File: config.mk
export PLATFORM = sky130hd
export DESIGN_NAME = mem_stage_ctrl
export DESIGN_NICKNAME = d
export VERILOG_FILES = /design/src/rtl/mem_pkg.sv /design/src/rtl/mem_lane_fmt.sv /design/src/rtl/mem_stage_ctrl.sv
export SDC_FILE = /design/constraint.sdc
export NUM_CORES = 1
export LEC_CHECK = 0
export ABC_AREA = 1
export CORE_UTILIZATION = 46
export CTS_CLUSTER_SIZE = 24
export DETAILED_ROUTE_END_ITERATION = 6
export PLACE_DENSITY_LB_ADDON = 0.3
export SYNTH_ARGS = -nofsm -noshare
export SYNTH_HDL_FRONTEND = slang
export SYNTH_SLANG_ARGS = --single-unit
File: constraint.sdc
create_clock -name clk -period 8.4 [get_ports clk]
set_clock_uncertainty 0.1 [all_clocks]
set_input_delay 0.84 -clock clk [delete_from_list [all_inputs] [get_ports clk]]
set_output_delay 0.84 -clock clk [all_outputs]
set_load 0.02 [all_outputs]
File: src/rtl/mem_pkg.sv
// mem_pkg: shared encodings for the memory-access stage (access sizes, FSM states).
package mem_pkg;
  typedef enum logic [1:0] {MEM_B, MEM_H, MEM_W, MEM_D} mem_size_e;
  typedef enum logic [1:0] {IDLE, BUSY, DONE} state_e;
endpackage

File: src/rtl/mem_lane_fmt.sv
// mem_lane_fmt: combinational byte-lane logic, load extract/extend and store replicate/byte-enables.
module mem_lane_fmt import mem_pkg::*; #(
  parameter int XLEN = 64,
  localparam int NB = XLEN / 8,
  localparam int LW = $clog2(NB)
) (
  input  mem_size_e         ld_size_i,
  input  logic              ld_uns_i,
  input  logic [LW-1:0]     ld_lane_i,
  input  logic [XLEN-1:0]   rdata_i,
  output logic [XLEN-1:0]   load_o,
  input  mem_size_e         st_size_i,
  input  logic [LW-1:0]     st_lane_i,
  input  logic [XLEN-1:0]   wdata_i,
  output logic [XLEN-1:0]   wdata_o,
  output logic [NB-1:0]     be_o
);
  logic [XLEN-1:0] sh, mask;
  logic            sgn;
  assign sh   = rdata_i >> {ld_lane_i, 3'b000};
  // mask covers the accessed width; its top set bit marks the sign position
  assign mask = ~({XLEN{1'b1}} << (32'd8 << ld_size_i));
  assign sgn  = |(sh & mask & ~(mask >> 1)) && !(ld_uns_i && ld_size_i != MEM_D);
  assign load_o = (sh & mask) | (sgn ? ~mask : '0);
  assign wdata_o = st_size_i == MEM_B ? {NB{wdata_i[7:0]}} :
                   st_size_i == MEM_H ? {(NB/2){wdata_i[15:0]}} :
                   st_size_i == MEM_W ? {(NB/4){wdata_i[31:0]}} : wdata_i;
  assign be_o = ~({NB{1'b1}} << (4'd1 << st_size_i)) << st_lane_i;
endmodule

File: src/rtl/mem_stage_ctrl.sv
// mem_stage_ctrl: memory-access pipeline stage, bus handshake FSM, stall and load/store formatting.
// Optional MEM_TIMEOUT_EN aborts a bus wait after MAX_WAIT cycles and pulses bus_err.
module mem_stage_ctrl import mem_pkg::*; #(
  parameter int XLEN = 64,
  parameter int MAX_WAIT = 15,
  localparam int NB = XLEN / 8
) (
  input  logic              clk,
  input  logic              rst,
  input  logic              ce,
  input  logic              mem_rw,
  input  logic [1:0]        mem_size,
  input  logic              mem_unsigned,
  input  logic [XLEN-1:0]   addr,
  input  logic [XLEN-1:0]   wdata,
  output logic              bus_req,
  output logic              bus_we,
  output logic [XLEN-1:0]   bus_addr,
  output logic [XLEN-1:0]   bus_wdata,
  output logic [NB-1:0]     bus_be,
  input  logic [XLEN-1:0]   bus_rdata,
  input  logic              bus_ready,
  output logic [XLEN-1:0]   result,
  output logic              stall,
  output logic              misalign,
  output logic              bus_err
);
  localparam int LW = $clog2(NB);
  state_e          state_q, state_d;
  mem_size_e       sz, size_q;
  logic            uns_q, we_q, mis, accept, tmo;
  logic [LW-1:0]   lane_q;
  logic [XLEN-1:0] addr_q, wdata_q, result_q, result_d, ld_data, st_data;
  logic [NB-1:0]   be_q, st_be;
  assign sz  = mem_size_e'(mem_size);
  assign mis = (sz == MEM_H && addr[0]) || (sz == MEM_W && |addr[1:0]) ||
               (sz == MEM_D && (XLEN == 32 || |addr[2:0]));
  assign misalign = ce && state_q == IDLE && mis;
  assign accept   = ce && state_q == IDLE && !mis;
  mem_lane_fmt #(.XLEN(XLEN)) u_fmt (
    .ld_size_i(size_q), .ld_uns_i(uns_q), .ld_lane_i(lane_q), .rdata_i(bus_rdata), .load_o(ld_data),
    .st_size_i(sz), .st_lane_i(addr[LW-1:0]), .wdata_i(wdata), .wdata_o(st_data), .be_o(st_be)
  );
  always_comb begin
    state_d  = state_q;
    result_d = result_q;
    stall    = 1'b0;
    if (state_q == IDLE) begin
      stall   = accept;
      state_d = accept ? BUSY : IDLE;
    end else if (state_q == BUSY) begin
      stall = 1'b1;
      if (bus_ready || tmo) begin
        state_d  = DONE;
        result_d = (bus_ready && !we_q) ? ld_data : '0;
      end
    end else begin
      state_d = IDLE;
    end
  end
  always_ff @(posedge clk or posedge rst) begin
    if (rst) begin
      state_q  <= IDLE;
      result_q <= '0;
      addr_q   <= '0;
      wdata_q  <= '0;
      be_q     <= '0;
      we_q     <= 1'b0;
      size_q   <= MEM_B;
      uns_q    <= 1'b0;
      lane_q   <= '0;
    end else begin
      state_q  <= state_d;
      result_q <= result_d;
      if (accept) begin
        addr_q  <= {addr[XLEN-1:LW], {LW{1'b0}}};
        wdata_q <= st_data;
        be_q    <= st_be;
        we_q    <= mem_rw;
        size_q  <= sz;
        uns_q   <= mem_unsigned;
        lane_q  <= addr[LW-1:0];
      end
    end
  end
  assign bus_req   = state_q == BUSY;
  assign bus_we    = we_q;
  assign bus_addr  = addr_q;
  assign bus_wdata = wdata_q;
  assign bus_be    = be_q;
  assign result    = state_q == DONE ? result_q : addr;
`ifdef MEM_TIMEOUT_EN
  localparam int CW = $clog2(MAX_WAIT + 1);
  logic [CW-1:0] cnt_q;
  logic          err_q;
  always_ff @(posedge clk or posedge rst) begin
    if (rst) begin
      cnt_q <= '0;
      err_q <= 1'b0;
    end else begin
      cnt_q <= accept ? '0 : (state_q == BUSY && !bus_ready && !tmo) ? cnt_q + 1'b1 : cnt_q;
      err_q <= state_q == BUSY && !bus_ready && tmo;
    end
  end
  assign tmo     = cnt_q == CW'(MAX_WAIT);
  assign bus_err = err_q;
`else
  assign tmo     = MAX_WAIT < 0;
  assign bus_err = 1'b0;
`endif
endmodule
* Word level (Yosys, flattened, before mapping)
Cells that the tools add are included.
** Storage, ports and cells
- Word-level logic and storage cells :: 62
- Output and inout port bits :: 205
- Input port bits :: 200
- Flip-flop bits (word level) :: 206
** Operators by class
- Shift operators :: 6
- Equal/unequal tests :: 7
- Bitwise logic cells :: 8
- Reduce and logical (&&, ||, !) cells :: 20
- Muxes and demuxes :: 12
** Operators with widths (count)
- 64-bit 2-to-1 mux :: 6
- 64-bit bitwise AND :: 2
- 64-bit inverter :: 2
- 63-bit inverter with 64-bit output :: 1
- 64-bit OR :: 1
- 64-bit OR reduction :: 1
- 64-bit by 32-bit left shift with 64-bit output, first input constant :: 1
- 64-bit by 6-bit right shift with 64-bit output :: 1
- 4-bit by 2-bit left shift with 32-bit output, first input constant :: 1
- 1-bit logical AND :: 9
- 8-bit inverter :: 1
- 8-bit by 3-bit left shift with 8-bit output :: 1
- 8-bit by 4-bit left shift with 8-bit output, first input constant :: 1
- 2-bit equality test, second input constant :: 3
- 2-bit 2-to-1 mux :: 3
- 2-bit by 1-bit equality test with 1-bit output, second input constant :: 2
- 2-bit logical NOT :: 2
- 1-bit by 2-bit left shift with 4-bit output, first input constant :: 1
- 1-bit logical NOT :: 3
- 1-bit 2-to-1 mux :: 3
- 3-bit by 1-bit != test with 1-bit output, second input constant :: 1
- 3-bit AND reduction :: 1
- 3-bit OR reduction :: 1
- 1-bit logical OR :: 2
- 3 further kinds :: 3

* Logic depth before layout (Yosys ltp)
Gate-level depths: netlist of the first run.
- Depth in word-level cells :: 10
- Gate-level depth with buffers :: 14
- Depth with buffers taken out :: 11

* Cells and area by module
Synthesis of the first run repeated with hierarchy kept, for this count alone.
** Second synthesis, totals
- Cell total of the unflattened synthesis :: 1715
- Area total of the unflattened synthesis :: 12061.6 µm²
** Modules (own cells, without submodules)
- mem_stage_ctrl :: cells an instance 1051, seq. area each 5154.9 µm², times used 1, area an instance 8916.1 µm²
- mem_lane_fmt :: cells an instance 664, seq. area each 0.0 µm², times used 1, area an instance 3145.5 µm²

* Least setup slack after synthesis of the first run
OpenSTA, ideal clock, no wires.
- Path kind :: input to output
- Start point :: in mem_size[0]
- End point :: out stall
- Arrival :: 1.906 ns
- Path slack :: 5.554 ns
- Required time :: 7.460 ns
- Buffers on the path :: 3
- Stages :: 8
- Cell sequence :: nor2_4 -> inv_2 -> nand3_1 -> nand2_1 -> buf_4 -> buf_2 -> buf_2 -> nand2_1
** Between the ends
- Longest elaborated chain between the ends :: 7
- Elaborated cells between the ends (all ways) :: 11
- Classes of those cells :: eq/ne: 3; mux: 1; reduce/logical: 7
** Ends and longest elaborated chain
- start: declaration :: RTL line mem_stage_ctrl.sv:12 : input logic [1:0] mem_size,
- 2-bit by 1-bit equality test with 1-bit output / 2-bit equality test (equally long branches) :: RTL line mem_stage_ctrl.sv:36 : assign mis = (sz == MEM_H && addr[0]) || (sz == MEM_W && |addr[1:0]) ||
- 1-bit logical AND :: RTL line mem_stage_ctrl.sv:36
- 1-bit logical OR :: RTL line mem_stage_ctrl.sv:36
- 1-bit logical OR (*) :: RTL line mem_stage_ctrl.sv:36
- 1-bit logical NOT (*) :: RTL line mem_stage_ctrl.sv:39 : assign accept = ce && state_q == IDLE && !mis;
- 1-bit logical AND (*) :: RTL line mem_stage_ctrl.sv:39
- 1-bit 2-to-1 mux (*) :: RTL line mem_stage_ctrl.sv:48 : if (state_q == IDLE) begin
- end: declaration :: RTL line mem_stage_ctrl.sv:24 : output logic stall,
Every way passes the cells marked *; elsewhere a longest branch is shown, timed or not.

* Final worst setup path of the first run
- Start point :: in mem_size[1]
- End point :: out stall
Same word-level chain as after synthesis.

==> flow_summary.json, run 1 <==
{
  "status": "complete, no violations",
  "numCtsBuffers": 23,
  "synth_area_leaders": "dfrtp_1 46%, nand2_1 19%, o21ai_0 5.7%",
  "postRouteAntennaNets": 0,
  "seq_area_frac_synth": 0.463,
  "final_cells": 2198,
  "synth-async-reset-ratio": 1.00,
  "yosysTopAreaCell": "dfrtp_1",
  "io_buffers": 400,
  "intPower_uw": 2940,
  "ys_warn_count": 0,
  "slowest_delay_ns": 0.55,
  "crit_path_start_kind": "input pin",
  "synth_top_area_share": 0.463,
  "fin_tns_setup_ns": 0,
  "routed_via_density": 5.40,
  "slew_viol_final": 0,
  "die_area_um2": 24900,
  "worst_ep_required_time_ns": 7.46,
  "fmax_ghz": 0.237,
  "syn_area_um2": 11100,
  "drive_above_1_share": 0.0464,
  "min_period_ns": 4.22,
  "syn_area_per_cell_um2": 7.31,
  "critical_path_peak_fanout": 35,
  "arrival_ns": 3.28,
  "clock_latency_ns": 0.51,
  "combPwrFrac": 0.446,
  "slew_headroom": 0.187,
  "switching_share": 0.396,
  "core_um2": 23600,
  "cts_tree": "yes",
  "postCtsHoldBufs": 0,
  "p_seq_frac": 0.324,
  "hpwl_um": 28300,
  "clock-root-buffer": "clkbuf_16",
  "nets": 2059,
  "ir_drop_mv": 0.152,
  "clkTransAtPathRegs_ns": 0.06,
  "worstPathCellList": "clkdlybuf4s50_1, buf_4, nand2_2, nand3_1, nand3_1, nand2_4, nand2_1, clkdlybuf4s50_1",
  "dr.pass1.iters": 6,
  "grt_overflow": 0,
  "ys_ff_latch": 206,
  "netlist_instances": 1524,
  "syn2layout_area_growth_pct": 43.5,
  "tightest_slew_ns": 1.22,
  "rsz0062_at_grt": "false",
  "leakagePower_uw": 0.00757,
  "crit_family": "buffers and inverters",
  "final_area_um2": 16000,
  "drtIter0Drc": 1081,
  "fin_crit_sh": 0.502,
  "p_per_area_nw_per_um2": 305,
  "preCtsSetupSlack_ns": 4.20,
  "synth_edf_count": 0,
  "grt_pass1_vias": 10985,
  "cts_sinks": 206,
  "postCtsSetupRepairBufs": 0,
  "die_w_um": 158,
  "vias": 11863,
  "clkPwrFrac": 0.229,
  "crit_slowest_cell": "clkdlybuf4s50_1",
  "synth_flop_cell": "dfrtp_1",
  "antenna_found_initial": 3,
  "setup_violations": 0,
  "drt_wl_total_um": 39100,
  "htreeDepth": 1,
  "grtUsageTotal": 0.308,
  "cp_num_buf_inv": 3,
  "finalWeightedCongestion": 0.905,
  "synthDistinctLibCells": 34,
  "post_dp_cell_area_um2": 15100,
  "cts_resized": 0,
  "timing.final.ws_setup_ns": 4.18,
  "drc": 0,
  "p_switching_uw": 1930,
  "maxCapViolCount": 0,
  "start_util": 0.472,
  "wire_per_inst_um": 17.8,
  "end_kind": "primary output",
  "rows": 56,
  "dieHeight_um": 158,
  "ios": 405,
  "grt_max_degree": 137,
  "grt_pass1_wl_um": 59200,
  "hold_path_class": "flip-flop to flip-flop",
  "dp_cells": 2153,
  "clockBufferDepth": 3,
  "finalHoldViolations": 0,
  "path_class": "input pin to primary output"
}
## path summary, 6_finish.rpt
check / startpoint / to / slack [ns] / cells past startpoint
hold / removal: bus_addr[17] / bus_addr[17] / 0.38 / 2
setup reg to reg: lane_q[1] / result_q[50] / 5.04 / 11
hold reg to reg: bus_addr[17] / bus_addr[17] / 0.38 / 2
setup / recovery: mem_size[1] / stall / 4.18 / 8
max in group asynchronous: rst / lane_q[1] / 5.77 / 3
min in group asynchronous: rst / bus_wdata[54] / 0.85 / 2
## synth_stat cells, types with 2 or more instances
cell type and number:
nand2_1 578, dfrtp_1 206, o21ai_0 128, nor2_1 126
inv_1 99, a21oi_1 92, nand3_1 72, clkbuf_1 46
a31oi_1 34, buf_2 30, mux2_2 19, o211ai_1 19
buf_4 10, buf_6 9, a221oi_1 8, a41oi_1 8
buf_1 8, mux2i_1 8, o221ai_1 5, inv_2 3
nand2_2 2, nand2_4 2
## sequential cells by signal, indices dropped and copies added, names as in the netlist
signal,cells
bus_be,8
bus_wdata,64
lane_q,3
bus_addr,61
state_q,2
result_q,64
size_q,2
uns_q,1
bus_we,1
## cells in the final DEF, fill, tap and decap left out, types with 6 or more instances in the layout
cell / netlist / final
a21oi_1: 92 / 92
a221oi_1: 8 / 8
a31oi_1: 34 / 34
a41oi_1: 8 / 8
buf_4: 10 / 10
clkbuf_16: 0 / 23
clkdlybuf4s50_1: 0 / 400
clkinv_2: 0 / 6
dfrtp_1: 206 / 204
inv_1: 99 / 98
mux2_2: 19 / 19
mux2i_1: 8 / 8
nand2_1: 578 / 575
nand3_1: 72 / 72
nor2_1: 126 / 125
o211ai_1: 19 / 19
o21ai_0: 128 / 128
## per-stage QoR
step                total power (uW)  hold WS (ns)  utilization
floorplan                       2820         0.345            -
global placement                3700         0.361        0.641
detailed placement              3750         0.362        0.641
CTS                             4870         0.380        0.677
global route                    5150         0.397        0.677
finish                          4870         0.377        0.677
## cell type report
cell class,instances,area (um^2)
Multi-Input combinational cell,1115,5110
Fill cell,1963,7620
Antenna cell,3,7.51
Timing Repair Buffer,410,4080
Clock inverter,12,191
Tap cell,319,399
Clock buffer,30,652
Sequential cell,206,5160
Inverter,103,395
## cells by family after synthesis
logic type / Yosys count / share of synthesized area
AOI/OAI and AO/OA: 298 / 0.150
muxes: 27 / 0.0264
and+or+nand+nor: 786 / 0.279
buffers and inverters: 206 / 0.0822
other: 1 / 0.000337
DFF: 206 / 0.463
## worst min-delay path: stages (launching register included)
cell and delay, ns:
dfrtp_1 0.34, nand2_1 0.05, nand2_1 0.06
## layer usage
| metal | GRT usage | share of wire |
|---|---|---|
| met3 | 0.0386 | 0.085 |
| met2 | 0.518 | 0.48 |
| met4 | 0.154 | 0.048 |
| met5 | 0 | 0 |
| met1 | 0.390 | 0.39 |
## power groups by stage
stage / clock [uW] / sequential (uW) / combinational, uW
final: 1120 / 1580 / 2170
after global routing: 1170 / 1620 / 2370
after CTS: 1130 / 1580 / 2170
after detailed placement: 0 / 1590 / 2160
after global placement: 0 / 1580 / 2120
after floorplan: 0 / 1810 / 1010
(Power assumes the default switching activity.)
==> run 2, diff against run 1 <==
--- a/config.mk
+++ b/config.mk
@@ -6,7 +6,7 @@
 export NUM_CORES = 1
 export LEC_CHECK = 0
 export ABC_AREA = 1
-export CORE_UTILIZATION = 46
+export CORE_UTILIZATION = 41
 export CTS_CLUSTER_SIZE = 24
 export DETAILED_ROUTE_END_ITERATION = 6
 export PLACE_DENSITY_LB_ADDON = 0.3
==> constraint.sdc (replaced) <==
create_clock -name clk -period 3.44 [get_ports clk]
set_clock_uncertainty 0.1 [all_clocks]
set_input_delay 0.344 -clock clk [delete_from_list [all_inputs] [get_ports clk]]
set_output_delay 0.344 -clock clk [all_outputs]
set_load 0.02 [all_outputs]
==> flow_summary.json, run 2 (synthesized netlist as in run 1, its figures left out) <==
{
  "clock-root-buffer": "clkbuf_16",
  "clkTransAtPathRegs_ns": 0.06,
  "hold_path_class": "input pin to async pin",
  "die_area_um2": 27800,
  "reg2reg_depth": 9,
  "hold-worst-slack_ns": 0.0668,
  "cts_sinks": 206,
  "cts_tree": "yes",
  "nets": 2076,
  "post_dp_cell_area_um2": 15300,
  "numCtsBuffers": 23,
  "ir_drop_mv": 0.355,
  "slew_viol_final": 0,
  "core_um2": 26400,
  "vias": 11762,
  "antenna_found_initial": 2,
  "fin_tns_setup_ns": 0,
  "leakagePower_uw": 0.00764,
  "rows": 59,
  "critical_path_peak_fanout": 26,
  "clock_latency_ns": 0.51,
  "grt_max_degree": 95,
  "crit_path_start_kind": "flip-flop",
  "final_common_cell": "nand2_1",
  "grt_overflow": 0,
  "reg2reg_from": "lane_q[2]",
  "io_buffers": 400,
  "grt_pass1_wl_um": 61400,
  "drtIter0Drc": 1322,
  "wire_per_inst_um": 17.8,
  "p_per_area_nw_per_um2": 736,
  "tightest_slew_ns": 1.07,
  "maxCapViolCount": 0,
  "worst_ep_required_time_ns": 3.00,
  "dieHeight_um": 167,
  "rsz0062_at_grt": "false",
  "drc": 0,
  "cts_resized": 0,
  "layout_common_cells": "575 x nand2_1, 400 x clkdlybuf4s50_1, 204 x dfrtp_1, 128 x o21ai_0, 125 x nor2_1",
  "fillers": 2399,
  "postCtsSetupRepairBufs": 0,
  "dr.pass1.iters": 6,
  "path_class": "flip-flop to primary output",
  "htreeDepth": 1,
  "clockBufferDepth": 3,
  "start_util": 0.423,
  "status": "complete, no violations",
  "postRouteAntennaNets": 0,
  "arrival_ns": 2.51,
  "hpwl_um": 29700,
  "fmax_ghz": 0.339,
  "drive_above_1_share": 0.0524,
  "syn2layout_area_growth_pct": 44.9,
  "fin_crit_sh": 0.858,
  "reg2reg_slack_ns": 0.80,
  "end_kind": "primary output",
  "slew_headroom": 0.288,
  "final_area_um2": 16200,
  "die_w_um": 167,
  "grt_pass1_vias": 11029,
  "setup_violations": 0,
  "postCtsHoldBufs": 0,
  "finalWeightedCongestion": 0.944,
  "grtUsageTotal": 0.278,
  "ios": 405,
  "r2r_end": "result_q[50]",
  "drt_wl_total_um": 39600,
  "routed_via_density": 5.28,
  "finalHoldViolations": 0,
  "min_period_ns": 2.95
}
==> run 2: cell count changes in the layout (fill, tap and decap cells not counted) <==
cell | before | now
diode_2 | 3 | 1
clkbuf_8 | 5 | 2
buf_12 | 0 | 5
clkinvlp_4 | 1 | 2
clkbuf_1 | 2 | 5
buf_4 | 10 | 22
clkinv_2 | 6 | 4
inv_8 | 1 | 0
==> run 2: worst max path at each step <==
stage	depth (start not counted)	to	from	slack, ns
final	4	result[18]	state_q[1]	0.49
after global routing	5	result[56]	state_q[1]	0.40
after CTS	4	result[18]	state_q[1]	0.46
after detailed placement	8	bus_addr[40]	mem_size[1]	0.36
after global placement	8	bus_addr[50]	mem_size[1]	0.53
after floorplan	1	bus_addr[10]	rst	0.32
==> run 2: worst max-delay path, stage by stage (launching register included) <==
cell and delay [ns]:
dfrtp_1 0.43, nand2_4 0.31, buf_4 0.33, mux2_2 0.37, clkdlybuf4s50_1 0.55
==> run 2: power breakdown <==
part | total [uW] | internal (uW) | switching [uW] | leakage, uW
Clock | 2660 | 1650 | 1010 | 0.000391
Sequential | 3860 | 3300 | 555 | 0.00253
Combinational | 5370 | 2220 | 3150 | 0.00472
Total | 11900 | 7170 | 4710 | 0.00764
==> run 2: area by class of cell <==
class,count,area [um^2],share of cell area
well taps,335,419,0.0260
clock buffers,30,622,0.0385
multi-input cells,1115,5110,0.316
flip-flops and latches,206,5160,0.319
inverters,103,392,0.0242
repair buffers,427,4270,0.264
diodes,1,2.50,0.000155
clock inverters,10,181,0.0112
==> run 2: through the flow <==
step                total power (uW)  utilization  setup slack [ns]  instances
detailed placement              9240        0.582             0.356       2186
global route                   12600        0.613             0.402       2227
floorplan                       6880            -             0.324       1527
global placement                9140        0.582             0.526       2186
finish                         11900        0.613             0.488       2227
CTS                            11900        0.613             0.465       2226
==> run 2: per-layer routing <==
| metal | global-route usage | vias up | share of wire |
|---|---|---|---|
| met1 | 0.358 | 5487 | 0.41 |
| met3 | 0.0442 | 79 | 0.076 |
| li1 | - | 5622 | - |
| met4 | 0.105 | 0 | 0.035 |
| met5 | 0 | - | 0 |
| met2 | 0.471 | 574 | 0.48 |
